### src/rtl/rps_pkg.sv
// Shared encodings for the stone-paper-scissors match logic: moves, round results, FSM states.
package rps_pkg;

    localparam logic [1:0] MV_STONE    = 2'b00;
    localparam logic [1:0] MV_PAPER    = 2'b01;
    localparam logic [1:0] MV_SCISSORS = 2'b10;
    localparam logic [1:0] MV_INVALID  = 2'b11;

    localparam logic [1:0] RES_TIE     = 2'b00;
    localparam logic [1:0] RES_P1      = 2'b01;
    localparam logic [1:0] RES_P2      = 2'b10;
    localparam logic [1:0] RES_INVALID = 2'b11;

    localparam logic [1:0] ST_IDLE    = 2'd0;
    localparam logic [1:0] ST_COLLECT = 2'd1;
    localparam logic [1:0] ST_JUDGE   = 2'd2;
    localparam logic [1:0] ST_DONE    = 2'd3;

    // Each legal move beats the one just below it in the cycle stone -> paper -> scissors -> stone.
    function automatic logic beats(input logic [1:0] a, input logic [1:0] b);
        return a == ((b == MV_SCISSORS) ? MV_STONE : b + 2'd1);
    endfunction

endpackage

### src/rtl/rps_round_judge.sv
// Combinational referee for one round; an invalid move from either side outranks a tie.
module rps_round_judge
    import rps_pkg::*;
(
    input  logic [1:0] p1_move,
    input  logic [1:0] p2_move,
    output logic [1:0] result
);

    always_comb begin
        result = RES_TIE;
        if (p1_move == MV_INVALID || p2_move == MV_INVALID) begin
            result = RES_INVALID;
        end else if (p1_move == p2_move) begin
            result = RES_TIE;
        end else if (beats(p1_move, p2_move)) begin
            result = RES_P1;
        end else begin
            result = RES_P2;
        end
    end

endmodule

### src/rtl/rps_match_controller.sv
// Best-of-N match sequencer: collects one move per player, judges the round, keeps score.
// Optional opponent timeout is built when RPS_TIMEOUT_EN is defined.
module rps_match_controller
    import rps_pkg::*;
#(
    parameter int ROUNDS_TO_WIN  = 2,
    parameter int TIMEOUT_CYCLES = 255
) (
    input  logic       clk,
    input  logic       rst,
    input  logic       start,
    input  logic       abort,
    input  logic       p1_valid,
    input  logic [1:0] p1_move,
    output logic       p1_ready,
    input  logic       p2_valid,
    input  logic [1:0] p2_move,
    output logic       p2_ready,
    output logic       round_valid,
    output logic [1:0] round_result,
    output logic       round_timeout,
    output logic [3:0] p1_score,
    output logic [3:0] p2_score,
    output logic       match_done,
    output logic [1:0] match_winner,
    output logic       busy,
    output logic [1:0] state_dbg
);

    localparam logic [3:0] WIN = 4'(ROUNDS_TO_WIN);

    logic [1:0] state;
    logic       p1_locked, p2_locked;
    logic [1:0] p1_mv, p2_mv;
    logic [3:0] p1_sc, p2_sc;
    logic [3:0] p1_next, p2_next;
    logic [1:0] judge_res, res_eff;
    logic       p1_hs, p2_hs, both_next;
    logic       to_fire, timed_out;

    // A move transfers on an edge where valid and ready are both high; ready never depends on valid.
    assign p1_ready  = (state == ST_COLLECT) && !p1_locked;
    assign p2_ready  = (state == ST_COLLECT) && !p2_locked;
    assign p1_hs     = p1_valid && p1_ready;
    assign p2_hs     = p2_valid && p2_ready;
    assign both_next = (p1_locked || p1_hs) && (p2_locked || p2_hs);

    rps_round_judge u_judge (
        .p1_move (p1_mv),
        .p2_move (p2_mv),
        .result  (judge_res)
    );

`ifdef RPS_TIMEOUT_EN
    localparam int TW = $clog2(TIMEOUT_CYCLES + 1);
    logic [TW-1:0] to_cnt;

    assign to_fire = (state == ST_COLLECT) && (p1_locked ^ p2_locked) && !both_next
                     && (to_cnt == TW'(TIMEOUT_CYCLES - 1));

    always_ff @(posedge clk) begin
        if (rst || abort || state != ST_COLLECT) begin
            to_cnt <= '0;
        end else if (p1_locked ^ p2_locked) begin
            to_cnt <= to_cnt + 1'b1;
        end
    end

    always_ff @(posedge clk) begin
        if (rst || abort) begin
            timed_out <= 1'b0;
        end else if (state == ST_COLLECT) begin
            timed_out <= to_fire;
        end
    end

    // On timeout only the locked side's move is meaningful.
    always_comb begin
        res_eff = judge_res;
        if (timed_out) begin
            if (p1_locked) res_eff = (p1_mv == MV_INVALID) ? RES_INVALID : RES_P1;
            else           res_eff = (p2_mv == MV_INVALID) ? RES_INVALID : RES_P2;
        end
    end
`else
    // TIMEOUT_CYCLES stays in the parameter list so both builds share one interface.
    assign to_fire   = 1'b0 && (TIMEOUT_CYCLES > 0);
    assign timed_out = 1'b0;
    assign res_eff   = judge_res;
`endif

    assign p1_next = (p1_sc < WIN) ? p1_sc + 4'd1 : p1_sc;
    assign p2_next = (p2_sc < WIN) ? p2_sc + 4'd1 : p2_sc;

    always_ff @(posedge clk) begin
        if (rst) begin
            state         <= ST_IDLE;
            p1_locked     <= 1'b0;
            p2_locked     <= 1'b0;
            p1_mv         <= MV_STONE;
            p2_mv         <= MV_STONE;
            p1_sc         <= 4'd0;
            p2_sc         <= 4'd0;
            round_valid   <= 1'b0;
            round_result  <= RES_TIE;
            round_timeout <= 1'b0;
        end else begin
            round_valid   <= 1'b0;
            round_timeout <= 1'b0;
            if (abort) begin
                state     <= ST_IDLE;
                p1_locked <= 1'b0;
                p2_locked <= 1'b0;
                p1_sc     <= 4'd0;
                p2_sc     <= 4'd0;
            end else begin
                case (state)
                    ST_IDLE, ST_DONE: begin
                        if (start) begin
                            state     <= ST_COLLECT;
                            p1_locked <= 1'b0;
                            p2_locked <= 1'b0;
                            p1_sc     <= 4'd0;
                            p2_sc     <= 4'd0;
                        end
                    end
                    ST_COLLECT: begin
                        if (p1_hs) begin
                            p1_locked <= 1'b1;
                            p1_mv     <= p1_move;
                        end
                        if (p2_hs) begin
                            p2_locked <= 1'b1;
                            p2_mv     <= p2_move;
                        end
                        if (both_next || to_fire) state <= ST_JUDGE;
                    end
                    ST_JUDGE: begin
                        round_result  <= res_eff;
                        round_valid   <= 1'b1;
                        round_timeout <= timed_out;
                        p1_locked     <= 1'b0;
                        p2_locked     <= 1'b0;
                        state         <= ST_COLLECT;
                        if (res_eff == RES_P1) begin
                            p1_sc <= p1_next;
                            if (p1_next == WIN) state <= ST_DONE;
                        end else if (res_eff == RES_P2) begin
                            p2_sc <= p2_next;
                            if (p2_next == WIN) state <= ST_DONE;
                        end
                    end
                    default: state <= ST_IDLE;
                endcase
            end
        end
    end

    assign p1_score     = p1_sc;
    assign p2_score     = p2_sc;
    assign match_done   = (state == ST_DONE);
    assign match_winner = !match_done ? 2'b00 : ((p1_sc == WIN) ? RES_P1 : RES_P2);
    assign busy         = (state == ST_COLLECT) || (state == ST_JUDGE);
    assign state_dbg    = state;

endmodule

### config.mk
export PLATFORM = sky130hd
export DESIGN_NAME = rps_match_controller
export DESIGN_NICKNAME = d
export VERILOG_FILES = /design/src/rtl/rps_pkg.sv /design/src/rtl/rps_round_judge.sv /design/src/rtl/rps_match_controller.sv
export SDC_FILE = /design/constraint.sdc
export NUM_CORES = 1
export LEC_CHECK = 0
export CORE_ASPECT_RATIO = 1.5
export CORE_MARGIN = 1
export CORE_UTILIZATION = 37
export DETAILED_ROUTE_END_ITERATION = 12
export PLACE_DENSITY = 0.61
export SLEW_MARGIN = 20
export SYNTH_ARGS = -nofsm -noshare
export SYNTH_HDL_FRONTEND = slang
export SYNTH_SLANG_ARGS = --single-unit
### constraint.sdc
create_clock -name clk -period 3.3 [get_ports clk]
set_input_delay 0.495 -clock clk [delete_from_list [all_inputs] [get_ports clk]]
set_output_delay 0.495 -clock clk [all_outputs]
set_load 0.005 [all_outputs]
==> summary.md <==
| Metric | Value |
|---|---|
| Clock root buffer | `clkbuf_8` |
| Gates resized, CTS repair | `0` |
| Nets | `~180` |
| Post-route DRC | `1` |
| Hold Vio Cnt, Final | `0` |
| Antenna violations before repair | `0` |
| # clock sinks | `19` |
| Synth-to-Final Area Change | `30.5%` |
| Critical path class | `flip-flop to primary output` |
| PD cells | `about 300 nW/µm²` |
| Cell family with most CP delay | `buffers and inverters` |
| Flop pwr share | `0.526` |
| Worst VDD drop | `between 0.2 and 0.25 mV` |
| Area of the core | `between 2000 and 3000 µm²` |
| Crit end category | `primary output` |
| Number of global-route vias before repair | `approximately 1000` |
| Combinational Power Share | `0.112` |
| Worst Tran Pin Value | `a little under 0.8 ns` |
| GPL Wtd Cong | `~0.78` |
| Crit path cell chain | `inv_1, ha_1, inv_1, clkdlybuf4s50_1` |
| Io pins | `30` |
| Area of the multi-input gates | `between 600 and 700 µm²` |
| Power share of the clock group | `0.362` |
| Setup Buffers After CTS | `0` |
| Post-route cell area | `1470 µm²` |
| Psw | `about 0.00010 W` |
| Via count | `roughly 1100` |
| Worst hold slack | `approximately 0.46 ns` |
| Worst slew margin | `0.468` |
| LEAKAGE | `0.512 nW` |
| Tmin final | `between 2 and 2.5 ns` |
| Routed Antenna Nets | `0` |
| Fmax | `approximately 450 MHz` |
| Hold_buf cts | `0` |
| Worst path slowest cell | `clkdlybuf4s50_1` |
| Final Core Density | `0.509` |
| Total GRT Usage | `0.177` |
| Crit Path Max Fanout | `6` |
| Synthesized net count | `around 160` |
| Pin count of the biggest net entering global routing | `12` |
| Clock Latency Late Sink | `0.25 ns` |
| Global-route wire length before repair | `roughly 4300 µm` |
| Tcrit/Tclk final | `0.666` |
| Clock slew at the register clock pins of the worst setup and hold paths | `0.07 ns` |
| Main synth FF type | `dfxtp_1` |
| Switching share of power | `0.231` |
| Synth Instances | `140` |
| Port Buf Inserts | `28` |
| Arr. time, crit path | `between 1.5 and 2 ns` |
| Area of the die | `3270 µm²` |
| Async S/R FF share, synth | `0` |
| Worst clock skew | `approximately 0.0036 ns` |
| Num CTS Buffers | `3` |
| Post-synth EDFFs | `0` |
| P_int | `approximately 0.00034 W` |
| Detail Placement HPWL | `2000 µm` |
| Worst path max stage delay | `0.50 ns` |
| Crit-path most repeated cell | `inv_1` |
| Synthesized area | `around 1100 µm²` |
| Setup TNS | `0 ns` |
| Total chip power | `about 0.00045 W` |
| Fillers | `about 290` |
| Status | `finished, violations left` |
| Avg Vias per Cell | `roughly 5.2` |
| Hold Crit Class | `flip-flop to flip-flop` |
| WL final | `between 2000 and 3000 µm` |
| Distinct cells, synth | `between 40 and 50` |
| #FFs+latches synth | `19` |
| Post-DP Area | `roughly 1400 µm²` |
| Drt initial violations | `20` |
| Pre-Repair DR Iteration Count | `8` |
| Avg Cell Area, Syn | `between 8 and 9 µm²` |
| Overall die width | `47.0 µm` |
| Die H | `69.5 µm` |
| CP required | `~2.8 ns` |
| # Max-Cap Violations | `0` |
| Share of layout cells above drive strength 1 | `0.0422` |
| Total inserted antenna cells | `0` |
| Synth Warn # | `0` |
| CP Launch Type | `flip-flop` |
| Total number of H-tree levels | `1` |
| Finish-stage setup viols | `0` |
| Final Slew Violations | `0` |
| Register area | `380 µm²` |
| Violated checks | `design-rule violations` |
| WL/cell | `12.4 µm` |
| Starting density of the core | `0.390` |
| Longest Clk Path Bufs | `2` |
| CTS tree | `yes` |
| Rows | `24` |
| Overflow left after global routing | `0` |
| Register area share after synthesis | `0.339` |
| Buf+Inv Stages, Crit Path | `3` |
| RSZ-0062 raised after global routing | `false` |
==> cell usage in the layout (no fill, tap or decap), drive strengths merged, types with 5 or more instances in the layout <==
master and n:
clkdlybuf4s50 28, nor2 19, dfxtp 19, a21oi 13, inv 11, nand2 9, ha 6, o21ai 5
==> path summary, 6_finish.rpt <==
| path | cells after the start | slack, ns | startpoint | to |
|---|---|---|---|---|
| setup / recovery | 4 | 1.10 | state_dbg[0]$_SDFFE_PP0P_ | busy |
| hold reg to reg | 2 | 0.46 | round_result[1]$_SDFFE_PP0P_ | round_result[1]$_SDFFE_PP0P_ |
| hold / removal | 2 | 0.46 | round_result[1]$_SDFFE_PP0P_ | round_result[1]$_SDFFE_PP0P_ |
| setup reg to reg | 5 | 1.47 | state_dbg[0]$_SDFFE_PP0P_ | p2_score[0]$_SDFFE_PP0P_ |
==> per-stage QoR <==
| step | worst slack, ns | std cells |
|---|---|---|
| floorplan | 1.62 | 140 |
| global placement | 1.23 | 201 |
| detailed placement | 1.21 | 201 |
| CTS | 1.09 | 205 |
| global route | 1.01 | 205 |
| finish | 1.10 | 205 |
==> power groups by stage <==
| stage | combinational, W | clock, W | sequential [W] |
|---|---|---|---|
| CTS | 0.0000502 | 0.000166 | 0.000235 |
| global placement | 0.0000494 | 0 | 0.000240 |
| finish | 0.0000500 | 0.000162 | 0.000235 |
| floorplan | 0.0000284 | 0 | 0.000238 |
| global route | 0.0000559 | 0.000176 | 0.000236 |
| detailed placement | 0.0000498 | 0 | 0.000240 |
==> cells by family (layout without fill, tap and decap cells) <==
family,after synthesis,count (layout),share of synthesized area
AND/OR/NAND/NOR,54,54,0.259
AO/OA/AOI/OAI,35,35,0.200
flip-flops,19,19,0.339
buffers and inverters,17,43,0.0646
adder cells (fa/ha/maj),6,6,0.0668
XOR/XNOR,4,4,0.0312
multiplexers,4,4,0.0356
other,1,1,0.00334
==> area by class of cell <==
cell class / count / share of cell area
clock buffers: 4 / 0.0307
inverters: 11 / 0.0282
flip-flops and latches: 19 / 0.259
repair buffers: 28 / 0.191
well taps: 39 / 0.0333
multi-input cells: 104 / 0.457
==> per-layer routing <==
| metal | part of all wire | vias up | GRT usage | wire [µm] |
|---|---|---|---|---|
| met2 | 0.53 | 23 | 0.296 | 1340 |
| met1 | 0.44 | 500 | 0.212 | 1120 |
| met4 | 0.0086 | 0 | 0.0635 | 22 |
| li1 | - | 544 | - | - |
| met5 | 0 | - | 0 | 0 |
| met3 | 0.027 | 2 | 0.0339 | 68 |
==> flip-flops by register name, summed over array words and instances (netlist names) <==
register	count
p2_mv	2
p2_locked	1
p1_locked	1
p1_score	4
p1_mv	2
p2_score	4
state_dbg	2
round_result	2
round_valid	1
==> worst reg2reg max path, cell delays in order, from the launching register on <==
cell	delay, ns
dfxtp_1	0.40
inv_1	0.06
ha_1	0.36
mux2i_1	0.23
or4_1	0.53
a31oi_1	0.16
==> cell usage after synthesis, drive strengths merged (2+ instances only) <==
cell type   n  share of area
xnor2       3          0.023
dfxtp      19           0.34
o22ai       2          0.011
nor2       19          0.063
nor2b       4          0.022
inv        11          0.037
nand2b      4          0.022
nor4bb      3          0.027
o21ai       5          0.022
nor4b       2          0.016
nand2       9          0.030
o211ai      3          0.020
or2         2          0.011
nor4        2          0.011
buf         5          0.025
mux2i       4          0.036
a21oi      13          0.058
or3         2          0.011
ha          6          0.067
Power figures use the tool's default switching activity.
